**config.mk**
```make
export PLATFORM = sky130hd
export DESIGN_NAME = prog_loader
export DESIGN_NICKNAME = d
export VERILOG_FILES = /design/src/rtl/prog_loader.sv
export SDC_FILE = /design/constraint.sdc
export NUM_CORES = 1
export LEC_CHECK = 0
export BUFFER_PORTS_ARGS = -buffer_cell sky130_fd_sc_hd__buf_2
export CORE_UTILIZATION = 42
export CTS_CLUSTER_SIZE = 8
export DETAILED_ROUTE_END_ITERATION = 16
export GPL_TIMING_DRIVEN = 0
export PLACE_DENSITY = 0.72
export SLEW_MARGIN = 20
export SYNTH_ARGS = -nofsm -noshare
export SYNTH_HDL_FRONTEND = slang
export SYNTH_SLANG_ARGS = --single-unit
```
**constraint.sdc**
```tcl
create_clock -name clk -period 2.9 [get_ports clk]
set_input_delay 0.29 -clock clk [delete_from_list [all_inputs] [get_ports clk]]
set_output_delay 0.29 -clock clk [all_outputs]
set_load 0.1 [all_outputs]
```
**src/rtl/prog_loader.sv**
```systemverilog
// prog_loader: receives a framed program image over a UART byte stream and
// writes it into an 18-bit-wide program memory while holding the CPU in reset.
// Frame: SYNC_BYTE, count high, count low, (count+1) x 3 word bytes, checksum.
// The modulo-256 sum of everything after the sync byte, the checksum byte
// included, must come to zero for the load to be accepted.

module prog_loader #(
  parameter logic [7:0]  SYNC_BYTE = 8'hA5,
  parameter logic [23:0] TIMEOUT   = 24'd1000000
) (
  input  logic        clk,
  input  logic        rst_n,
  input  logic [7:0]  rx_data,
  input  logic        rx_valid,
  output logic [9:0]  mem_addr,
  output logic [17:0] mem_data,
  output logic [3:0]  mem_we,
  output logic        cpu_reset,
  output logic        busy,
  output logic        done,
  output logic        error
);

  typedef enum logic [2:0] {
    IDLE,
    CNT_H,
    CNT_L,
    W0,
    W1,
    W2,
    WR,
    CHK
  } loaderState_t;

  localparam logic [23:0] TIMEOUT_LAST = TIMEOUT - 24'd1;

  loaderState_t state;
  logic [1:0]   countHi;
  logic [9:0]   wordsLeft;
  logic [7:0]   checksum;
  logic [23:0]  timer;

  logic [7:0]   sumNext;
  logic         lastWord;
  logic         timeoutHit;

  // Running checksum including the current byte, last-word flag and the
  // inter-byte timeout condition; a byte arriving on the final timer cycle wins.
  always_comb begin
    sumNext    = checksum + rx_data;
    lastWord   = (wordsLeft == 10'd0);
    timeoutHit = (state != IDLE) && !rx_valid && (timer == TIMEOUT_LAST);
  end

  // Loader FSM with registered outputs, inter-byte timer and checksum.
  always_ff @(posedge clk or negedge rst_n) begin
    if (!rst_n) begin
      state     <= IDLE;
      countHi   <= 2'b00;
      wordsLeft <= 10'd0;
      checksum  <= 8'd0;
      timer     <= 24'd0;
      mem_addr  <= 10'd0;
      mem_data  <= 18'd0;
      mem_we    <= 4'b0000;
      cpu_reset <= 1'b0;
      busy      <= 1'b0;
      done      <= 1'b0;
      error     <= 1'b0;
    end else begin
      mem_we <= 4'b0000;
      done   <= 1'b0;

      if (state == IDLE || rx_valid) begin
        timer <= 24'd0;
      end else begin
        timer <= timer + 24'd1;
      end

      if (timeoutHit) begin
        error <= 1'b1;
        busy  <= 1'b0;
        state <= IDLE;
      end else begin
        case (state)
          IDLE: begin
            if (rx_valid && rx_data == SYNC_BYTE) begin
              state     <= CNT_H;
              cpu_reset <= 1'b1;
              error     <= 1'b0;
              mem_addr  <= 10'd0;
              checksum  <= 8'd0;
              busy      <= 1'b1;
            end
          end

          CNT_H: begin
            if (rx_valid) begin
              checksum <= sumNext;
              if (|rx_data[7:2]) begin
                error <= 1'b1;
                busy  <= 1'b0;
                state <= IDLE;
              end else begin
                countHi <= rx_data[1:0];
                state   <= CNT_L;
              end
            end
          end

          CNT_L: begin
            if (rx_valid) begin
              checksum  <= sumNext;
              wordsLeft <= {countHi, rx_data};
              state     <= W0;
            end
          end

          W0: begin
            if (rx_valid) begin
              checksum        <= sumNext;
              mem_data[17:16] <= rx_data[1:0];
              state           <= W1;
            end
          end

          W1: begin
            if (rx_valid) begin
              checksum       <= sumNext;
              mem_data[15:8] <= rx_data;
              state          <= W2;
            end
          end

          W2: begin
            if (rx_valid) begin
              checksum      <= sumNext;
              mem_data[7:0] <= rx_data;
              mem_we        <= 4'b1111;
              state         <= WR;
            end
          end

          WR: begin
            mem_addr <= mem_addr + 10'd1;
            if (lastWord) begin
              if (rx_valid) begin
                checksum <= sumNext;
                busy     <= 1'b0;
                state    <= IDLE;
                if (sumNext == 8'd0) begin
                  cpu_reset <= 1'b0;
                  done      <= 1'b1;
                end else begin
                  error <= 1'b1;
                end
              end else begin
                state <= CHK;
              end
            end else begin
              wordsLeft <= wordsLeft - 10'd1;
              if (rx_valid) begin
                checksum        <= sumNext;
                mem_data[17:16] <= rx_data[1:0];
                state           <= W1;
              end else begin
                state <= W0;
              end
            end
          end

          CHK: begin
            if (rx_valid) begin
              checksum <= sumNext;
              busy     <= 1'b0;
              state    <= IDLE;
              if (sumNext == 8'd0) begin
                cpu_reset <= 1'b0;
                done      <= 1'b1;
              end else begin
                error <= 1'b1;
              end
            end
          end

          default: begin
            busy  <= 1'b0;
            state <= IDLE;
          end
        endcase
      end
    end
  end

endmodule

```
# ---- After elaboration in Yosys (flattened, before gate mapping)
# Cells that the tools add are included.
dict set report totals {
  ff_bits 83
  in_bits 11
  output_inout_bits 36
  elab_cells 121
}
dict set report classes {
  bitwise 2
  addsub 4
  n_reduce_logical 26
  muxes 52
  eq_ne 23
}
# operator n
set op_table {}
lappend op_table {{$pmux W10 S2} 2}
lappend op_table {{$mux W3} 11}
lappend op_table {{$mux W10} 3}
lappend op_table {{$add A24 B1 Y24 const B} 1}
lappend op_table {{$eq A24 B20 Y1 const B} 1}
lappend op_table {{$mux W24} 1}
lappend op_table {{$ne A3 B3 Y1 const B} 8}
lappend op_table {{$pmux W3 S8} 1}
lappend op_table {{$mux W1} 20}
lappend op_table {{$mux W8} 2}
lappend op_table {{$pmux W8 S2} 1}
lappend op_table {{$reduce_and A3 Y1} 5}
lappend op_table {{$eq A3 B3 Y1 const B} 4}
lappend op_table {{$mux W4} 3}
lappend op_table {{$reduce_and A4 Y1} 3}
lappend op_table {{$add A10 B1 Y10 const B} 1}
lappend op_table {{$logic_not A10 Y1} 1}
lappend op_table {{$sub A10 B1 Y10 const B} 1}
lappend op_table {{$add A8 B8 Y8} 1}
lappend op_table {{$eq A8 B8 Y1 const B} 1}
lappend op_table {{$logic_not A8 Y1} 1}
lappend op_table {{$pmux W1 S4} 2}
lappend op_table {{$reduce_and A7 Y1} 1}
lappend op_table {{$reduce_or A7 Y1} 1}
lappend op_table {{other kinds (19)} 31}

# ---- Depth between registers and ports, before layout
# Gate-level depths: netlist (run 1).
dict set report logic_depth {
  depth_word 7
  depth_mapped 11
  mapped_depth_nobuf 10
}

# ---- Worst setup path after synthesis (run 1)
# OpenSTA, ideal clock, no wires.
dict set report synth_timing {
  kind {flip-flop to flip-flop}
  start {register wordsLeft[0]}
  end {register error}
  path_stages_with_launch 10
  arrival_ns 2.257
  period_less_slack_ns 2.381
  path_slack_ns 0.519
  path_cell_list {dfrtp_1 > inv_1 > ha_1 > or3b_2 > clkbuf_1 > or4_1 > a21o_1 > a21boi_2 > nand3_1 > o221a_2}
}
dict set report synth_via {
  elab_chain_cells 3
}
# item line
set synth_rtl {}
lappend synth_rtl {{start: declaration} 39} ;# logic [9:0] wordsLeft;
lappend synth_rtl {{start signal: assignment} 114} ;# wordsLeft <= {countHi, rx_data};
lappend synth_rtl {{start signal: assignment} 161} ;# wordsLeft <= wordsLeft - 10'd1;
lappend synth_rtl {{$logic_not A10 Y1} 51} ;# lastWord = (wordsLeft == 10'd0);
lappend synth_rtl {{$ne A3 B3 Y1 (no source line)} --}
lappend synth_rtl {{$reduce_and A5 Y1 (no source line)} --}
lappend synth_rtl {{end signal: assignment} 69} ;# error <= 1'b0;
lappend synth_rtl {{end signal: assignment} 81} ;# error <= 1'b1;
lappend synth_rtl {{end signal: assignment} 90} ;# error <= 1'b0;
lappend synth_rtl {{end: declaration} 21} ;# output logic error
# Every way passes these cells.
# A chain may end at the register's enable or synchronous reset.

# ---- Final worst setup path (run 1)
dict set report layout_timing {
  start {register wordsLeft[1]}
  end {register state[1]}
}
dict set report layout_via {
  elab_chain_cells 4
}
# item line
set layout_rtl {}
lappend layout_rtl {{$logic_not A10 Y1} 51}
lappend layout_rtl {{$mux W3} 146} ;# if (lastWord) begin
lappend layout_rtl {{$pmux W3 S8} 85} ;# case (state)
lappend layout_rtl {{$mux W3} 80} ;# if (timeoutHit) begin
lappend layout_rtl {{end signal: assignment} 83} ;# state <= IDLE;
lappend layout_rtl {{end signal: assignment} 88} ;# state <= CNT_H;
lappend layout_rtl {{end signal: assignment} 150} ;# state <= IDLE;
lappend layout_rtl {{end: declaration} 37} ;# loaderState_t state;
# Every way passes these cells.

==> results of run 1 <==
==> sequential cells by signal, indices dropped and copies added, names as in the netlist <==
name / count
busy: 1
timer: 24
mem_we: 1
mem_data: 18
wordsLeft: 10
state: 3
cpu_reset: 1
error: 1
mem_addr: 10
checksum: 8
countHi: 2
done: 1
==> kinds of logic after synthesis <==
| logic type | share of synthesized area (%) |
|---|---|
| multiplexers | 5.28 |
| adder cells (fa/ha/maj) | 3.99 |
| buffers and inverters | 3.22 |
| AND/OR/NAND/NOR | 21.6 |
| AO/OA/AOI/OAI | 12.8 |
| XOR/XNOR | 6.16 |
| flip-flops | 46.9 |
==> repair_timing <==
item,in CTS,in global routing
endpoints found under the hold margin,25,0
setup endpoints to repair,0,1
gates resized for setup,0,1
hold buffers,1,0
==> power groups by stage <==
| stage | combinational (mW) | clock (mW) | sequential, mW |
|---|---|---|---|
| after floorplan | 1.20 | 0 | 2.67 |
| after global placement | 2.72 | 0 | 1.61 |
| after detailed placement | 2.79 | 0 | 1.63 |
| after CTS | 2.80 | 1.20 | 1.62 |
| after global routing | 3.00 | 1.24 | 1.66 |
| final | 2.81 | 1.18 | 1.62 |
==> final timing paths <==
| kind | slack (ns) | end | start | cells after the start |
|---|---|---|---|---|
| worst max-delay path | 0.21 | state[1]$_DFFE_PN0P_ | wordsLeft[1]$_DFFE_PN0P_ | 11 |
| worst min-delay path | 0.24 | mem_data[16]$_DFFE_PN0P_ | rx_data[0] | 2 |
| worst max register to register | 0.21 | state[1]$_DFFE_PN0P_ | wordsLeft[1]$_DFFE_PN0P_ | 11 |
| worst min register to register | 0.45 | timer[0]$_DFF_PN0_ | timer[0]$_DFF_PN0_ | 1 |
| max in group asynchronous | 1.92 | mem_data[0]$_DFFE_PN0P_ | rst_n | 3 |
| min in group asynchronous | 0.39 | timer[11]$_DFF_PN0_ | rst_n | 2 |
==> cells in the final DEF, fill, tap and decap left out, types with 4 or more instances in the layout <==
master     synthesis  final
nand4_1            8      8
inv_1             12     12
dfrtp_1           80     80
nor2b_1            5      5
and4_1             4      4
or3_1              8      8
nor3_1            19     19
mux2_2            20     20
xnor2_1           15     15
a21oi_1           17     17
clkbuf_1           8      8
buf_2              5     50
buf_4              5      6
clkbuf_8           0      9
and3_1             6      6
ha_1              12     12
xor2_1            15     15
nand2b_1           6      6
nand3_1           22     22
a22o_1             6      6
nor4_1             5      5
o31ai_1            4      4
nor2_1            51     51
bufinv_16          0      5
o21ai_0           32     32
nand2_1           26     26
==> area by class of cell <==
class,instances,share of cell area (%)
Inverter,12,0.900
Clock buffer,9,2.48
Sequential cell,80,40.0
Timing Repair Buffer,48,5.40
Tap cell,133,3.33
Multi-Input combinational cell,322,42.7
Buffer,18,1.85
Clock inverter,7,3.33
==> synth_stat cells (all sizes together) (7+ instances only) <==
| cell type | number | area [um^2] |
|---|---|---|
| dfrtp | 80 | 2000 |
| nor2 | 51 | 191 |
| o21ai | 32 | 160 |
| nand2 | 26 | 97.6 |
| nand3 | 22 | 110 |
| mux2 | 20 | 225 |
| nor3 | 20 | 105 |
| a21oi | 17 | 85.1 |
| xnor2 | 15 | 131 |
| xor2 | 15 | 131 |
| ha | 12 | 150 |
| inv | 12 | 45.0 |
| buf | 10 | 62.6 |
| clkbuf | 8 | 30.0 |
| nand4 | 8 | 50.1 |
| or3 | 8 | 50.1 |
| nor4 | 7 | 65.1 |
==> layer usage <==
| metal | up-vias | track usage, % | wire length, um |
|---|---|---|---|
| met5 | - | 0 | 0 |
| met2 | 79 | 32.2 | 4720 |
| met1 | 1714 | 24.2 | 4350 |
| met3 | 16 | 4.41 | 460 |
| li1 | 1660 | - | - |
| met4 | 0 | 6.93 | 131 |
==> summary.md, run 1 <==
| Metric | Value |
|---|---|
| Antenna violations before repair | 0 |
| Non-Filler Instances | 629 |
| Drt total wl | 9660 um |
| Number of buffers and inverters on the critical path | 3 |
| CP delay by family, top | simple AND/OR/NAND/NOR gates |
| Pre-CTS setup slack | 0.202 ns |
| Final-report hold violation count | 0 |
| Unrepaired setup endpoints after global routing | false |
| Power Total | 5.61 mW |
| ANT nets after route | 0 |
| Status | finished clean |
| Critical-path cell list | inv_1 -> ha_1 -> or3b_2 -> clkbuf_1 -> nor4_4 -> inv_1 -> ha_1 -> nor2_1 -> nand2_1 -> a221oi_1 -> o31ai_1 |
| Die W | 103 um |
| Synthesized Nets | 456 |
| Number of distinct library cells after synthesis | 54 |
| Post-route cell area | 0.00500 mm^2 |
| PD cells | 1120 mW/mm^2 |
| Clock Latency Late Sink | 0.36 ns |
| Clock Power Share | 21.0% |
| CP max stage delay | 0.44 ns |
| WP data required | 3.12 ns |
| Avg Cell Area, Syn | 9.88 um^2 |
| Switching part of the total | 48.5% |
| Core box area | 0.00982 mm^2 |
| Via density | 5.52 |
| Layout cells sized above 1 | 21.2% |
| Max Cap Violations | 0 |
| Synthesized area | 0.00427 mm^2 |
| CTS tree | yes |
| Vias in the first global route | 3,320 |
| Die ar. | 0.0106 mm^2 |
| Antenna cells | 0 |
| Clock Path Buffers | 2 |
| IO buf count | 46 |
| Syn-to-layout area delta | 17.2% |
| Final Critical Period | 2.69 ns |
| Largest net degree at the start of global routing | 56 |
| DRT iter0 DRCs | 174 |
| Final Skew | 0.0153 ns |
| Sequential Power Share | 28.9% |
| Max-slew violation count | 0 |
| Critical path startpoint category | flip-flop |
| Fmax | 371 MHz |
| Hpwl dp | 6750 um |
| Vias | 3,469 |
| Starting Density | 43.5% |
| Dpl cells | 612 |
| Hold WC Path Type | in2reg |
| Crit Path Class | reg2reg |
| Ports | 47 |
| Core Util, Final | 51.0% |
| # setup viols final | 0 |
| Root Driver | clkbuf_8 |
| Max FO, Critical Path | 8 |
| Num CTS Buffers | 9 |
| Top FF cell, synth | dfrtp_1 |
| Drt first pass iters | 5 |
| Layout Nets | 515 |
| Hold slack | 0.242 ns |
| FF+latch count, synth | 80 |
| YS warnings | 0 |
| Post-Synthesis Cells | 432 |
| Slew of the pin with the lowest slew margin | 0.803 ns |
| Data arrival time of the critical path | 2.91 ns |
| DR WL/cell | 15.4 um |
| Worst VDD drop | 1340 uV |
| Crit share post-route | 92.8% |
| Async S/R FF share, synth | 100% |
| H-Tree Depth | 3 |
| Chip height | 103 um |
| Post-synth EDFFs | 0 |
| Register Area | 0.00200 mm^2 |
| Clk slew on worst S/H paths | 0.09 ns |
| Final setup margin | 0.208 ns |
| Clock Sinks | 80 |
| Leakage power | 2.23 nW |
| DP Area | 0.00469 mm^2 |
| Rows | 36 |
| Total negative slack | 0 ns |
| Global-route wire length before repair | 15,700 um |
| Detailed-route DRC error count | 0 |
| Gpl congestion | 0.898 |
| Critical path's slowest cell | or3b_2 |
| Setup bufs post-CTS | 0 |
| Multi-input logic area | 0.00214 mm^2 |
| Grt ovf | 0 |
| Combinational Power Share | 50.1% |
| CP Capture Type | flip-flop |
| Int Power | 2.89 mW |
| Switch Pwr | 2.72 mW |
| Fill cells | 934 |
| Total GRT Usage | 19.2% |
| Relative slew margins | 45.9% |
| Seq/Total Area, Yosys | 46.9% |
No activity file was read; power rests on OpenSTA's default activity.
==> run 2, diff against run 1 <==
--- a/config.mk
+++ b/config.mk
@@ -7,4 +7,5 @@
 export LEC_CHECK = 0
 export BUFFER_PORTS_ARGS = -buffer_cell sky130_fd_sc_hd__buf_2
+export CORE_MARGIN = 4
 export CORE_UTILIZATION = 42
 export CTS_CLUSTER_SIZE = 8
==> constraint.sdc (replaced) <==
create_clock -name clk -period 2.9 [get_ports clk]
set_input_delay 0.435 -clock clk [delete_from_list [all_inputs] [get_ports clk]]
set_output_delay 0.435 -clock clk [all_outputs]
set_load 0.1 [all_outputs]
==> run 2 against run 1 <==
Compared with the run above: cell count stayed put; total power is 1.8% lower; register-to-register slack better by 0.08 ns; core utilization is 0.19 points lower; critical path depth is 1 lower; sequential power hardly changed; critical endpoint unchanged; largest cell class unchanged; largest power group unchanged.
==> summary.md, run 2 (synthesized netlist as in run 1, its figures left out) <==
| Metric | Value |
|---|---|
| Status | finished clean |
| WP data required | 3.11 ns (about the same) |
| Largest net degree at the start of global routing | 56 (unchanged) |
| Leakage power | 2.22 nW (-0.39%) |
| Clk slew on worst S/H paths | 0.09 ns (about the same) |
| Vias | 3,385 (-2.4%) |
| Max reg flops | 24 (unchanged) |
| Switching part of the total | 49.1% (+0.55 points) |
| CTS tree | yes |
| Rows | 36 (unchanged) |
| DR WL/cell | 15.1 um (-1.6%) |
| Total GRT Usage | 17.4% (-1.8 points) |
| Grt ovf | 0 (unchanged) |
| Clock Sinks | 80 (unchanged) |
| Clock Power Share | 19.9% (-1.1 points) |
| Clock Latency Late Sink | 0.36 ns (about the same) |
| Fmax | 383 MHz (+3.2%) |
| Die ar. | 0.0118 mm^2 (+12%) |
| Post-route cell area | 0.00498 mm^2 (-0.38%) |
| Largest registers | timer (24), mem_data (18) |
| Fill cells | 938 (+0.43%) |
| ANT nets after route | 0 (unchanged) |
| Met3 routed WL | 458 um (-0.43%) |
| DRT iter0 DRCs | 230 (+32%) |
| Via density | 5.38 (-2.4%) |
| Hpwl dp | 6800 um (+0.74%) |
| Clock Path Buffers | 2 (unchanged) |
| Worst VDD drop | 1270 uV (-5.3%) |
| Syn-to-layout area delta | 16.8% |
| Detailed-route DRC error count | 0 (unchanged) |
| Wl on met1 | 4340 um (about the same) |
| # setup viols final | 0 (unchanged) |
| Ports | 47 (unchanged) |
| Most frequent cells in the layout | dfrtp_1, nor2_1, buf_2 |
| CP Capture Type | flip-flop |
| Layout cells sized above 1 | 21.2% (unchanged) |
| Max FO, Critical Path | 8 (unchanged) |
| Crit Path Class | reg2reg |
| Most common cell after layout, fill and taps aside | dfrtp_1 |
| Antenna violations before repair | 0 (unchanged) |
| Max Cap Violations | 0 (unchanged) |
| Reg2Reg Setup Slack | 0.29 ns (+0.08 ns) |
| IO buf count | 46 (unchanged) |
| Slew of the pin with the lowest slew margin | 0.728 ns (-0.0754 ns) |
| Final Skew | 0.0157 ns (+0.000430 ns) |
| Non-Filler Instances | 629 (unchanged) |
| Hold slack | 0.394 ns (+0.151 ns) |
| Register Area | 0.00200 mm^2 (unchanged) |
| Power Total | 5.51 mW (-1.8%) |
| Crit share post-route | 89.9% (-2.9 points) |
| H-Tree Depth | 3 (unchanged) |
| Met2 Routed Length | 4600 um (-2.5%) |
| Switch Pwr | 2.71 mW (-0.65%) |
| Num CTS Buffers | 9 (unchanged) |
| Worst setup path startpoint | wordsLeft[0]$_DFFE_PN0P_ |
| Critical Path End | state[1]$_DFFE_PN0P_ |
| Multi-input logic area | 0.00214 mm^2 (unchanged) |
| Final Critical Period | 2.61 ns (-0.0841 ns) |
| Sequential Power Share | 29.4% (+0.5 points) |
| Global-route wire length before repair | 16,400 um (+4.5%) |
| Drt first pass iters | 4 (-1) |
| Int Power | 2.81 mW (-2.8%) |
| Hold WC Path Type | in2reg |
| Total negative slack | 0 ns (unchanged) |
| Final-report hold violation count | 0 (unchanged) |
| Critical path startpoint category | flip-flop |
| Top routing layer in use | met4 |
| Starting Density | 43.5% (unchanged) |
| Critical path's slowest cell | or3b_2 |
| Antenna cells | 0 (unchanged) |
| Combinational Power Share | 50.8% (+0.7 points) |
| CP max stage delay | 0.57 ns (+0.13 ns) |
| Root Driver | clkbuf_8 |
| Core box area | 0.00982 mm^2 (unchanged) |
| Drt total wl | 9500 um (-1.6%) |
| Gpl congestion | 0.912 (+1.6%) |
| Unrepaired setup endpoints after global routing | false |
| Layout Nets | 515 (unchanged) |
| Worst R2R Start | wordsLeft[0]$_DFFE_PN0P_ |
| Top reg by flops | timer |
| Data arrival time of the critical path | 2.82 ns (-0.09 ns) |
| Crit Reg-Reg Endpoint | state[1]$_DFFE_PN0P_ |
| PD cells | 1110 mW/mm^2 (-1.4%) |
| Dpl cells | 612 (unchanged) |
| Vias in the first global route | 3,466 (+4.4%) |
| Die W | 109 um (+5.8%) |
| Max-slew violation count | 0 (unchanged) |
| DP Area | 0.00469 mm^2 (unchanged) |
| Chip height | 109 um (+5.8%) |
| Relative slew margins | 51.0% (+5.1 points) |
| FF-to-FF path depth | 10 (-1) |
| Critical-path cell list | inv_1 -> ha_1 -> or3b_2 -> nor4_4 -> inv_1 -> ha_1 -> nor2_1 -> nand2_1 -> a221oi_1 -> o31ai_1 |
-- run 2: cell type report --
class,instances,share of cell area [%]
well taps,133,3.34
flip-flops and latches,80,40.2
plain buffers,17,1.78
repair buffers,49,5.57
clock inverters,6,2.81
inverters,12,0.904
clock buffers,10,2.56
multi-input cells,322,42.9
-- run 2: stage by stage --
step / util (%) / setup slack (ns)
floorplan: - / 0.519
detailed placement: 47.8 / 0.169
CTS: 50.6 / 0.159
global placement: 47.5 / 0.227
finish: 50.8 / 0.292
global route: 50.8 / 0.0251
-- run 2: what timing repair did --
| action | in CTS | in global routing |
|---|---|---|
| buffers inserted | 0 | 1 |
| hold buffers | 1 | 0 |
| setup endpoints to repair | 0 | 1 |
| hold endpoints to repair | 17 | 0 |
| resized for setup | 0 | 1 |
-- run 2: layer usage --
layer	up-vias	global-route usage [%]
li1	1662	-
met1	1642	22.9
met2	70	28.0
met3	11	5.39
met4	0	4.42
met5	-	0
-- run 2: critical path, delay by kind of cell, from the launching register on --
kind,cells,cell delay (ns)
adder cells (fa/ha/maj),2,0.36
buffers and inverters,2,0.17
AO/OA/AOI/OAI,2,0.39
AND/OR/NAND/NOR,4,1.14
flip-flops,1,0.39
-- run 2: worst min-delay path by stage --
stage | slack, ns | startpoint | endpoint | cells after the start
detailed placement | 0.39 | rst_n | timer[12]$_DFF_PN0_ | 1
floorplan | 0.14 | rst_n | busy$_DFFE_PN0P_ | 0
CTS | 0.37 | rx_data[0] | mem_data[16]$_DFFE_PN0P_ | 2
global route | 0.40 | rx_data[0] | mem_data[8]$_DFFE_PN0P_ | 2
global placement | 0.44 | timer[0]$_DFF_PN0_ | timer[0]$_DFF_PN0_ | 1
finish | 0.39 | rx_data[0] | mem_data[16]$_DFFE_PN0P_ | 2
-- run 2: power groups by stage --
stage	clock, mW	combinational (mW)	sequential (mW)
floorplan	0	1.20	2.67
finish	1.10	2.80	1.62
CTS	1.13	2.80	1.61
detailed placement	0	2.79	1.63
global placement	0	2.73	1.61
global route	1.18	3.00	1.66
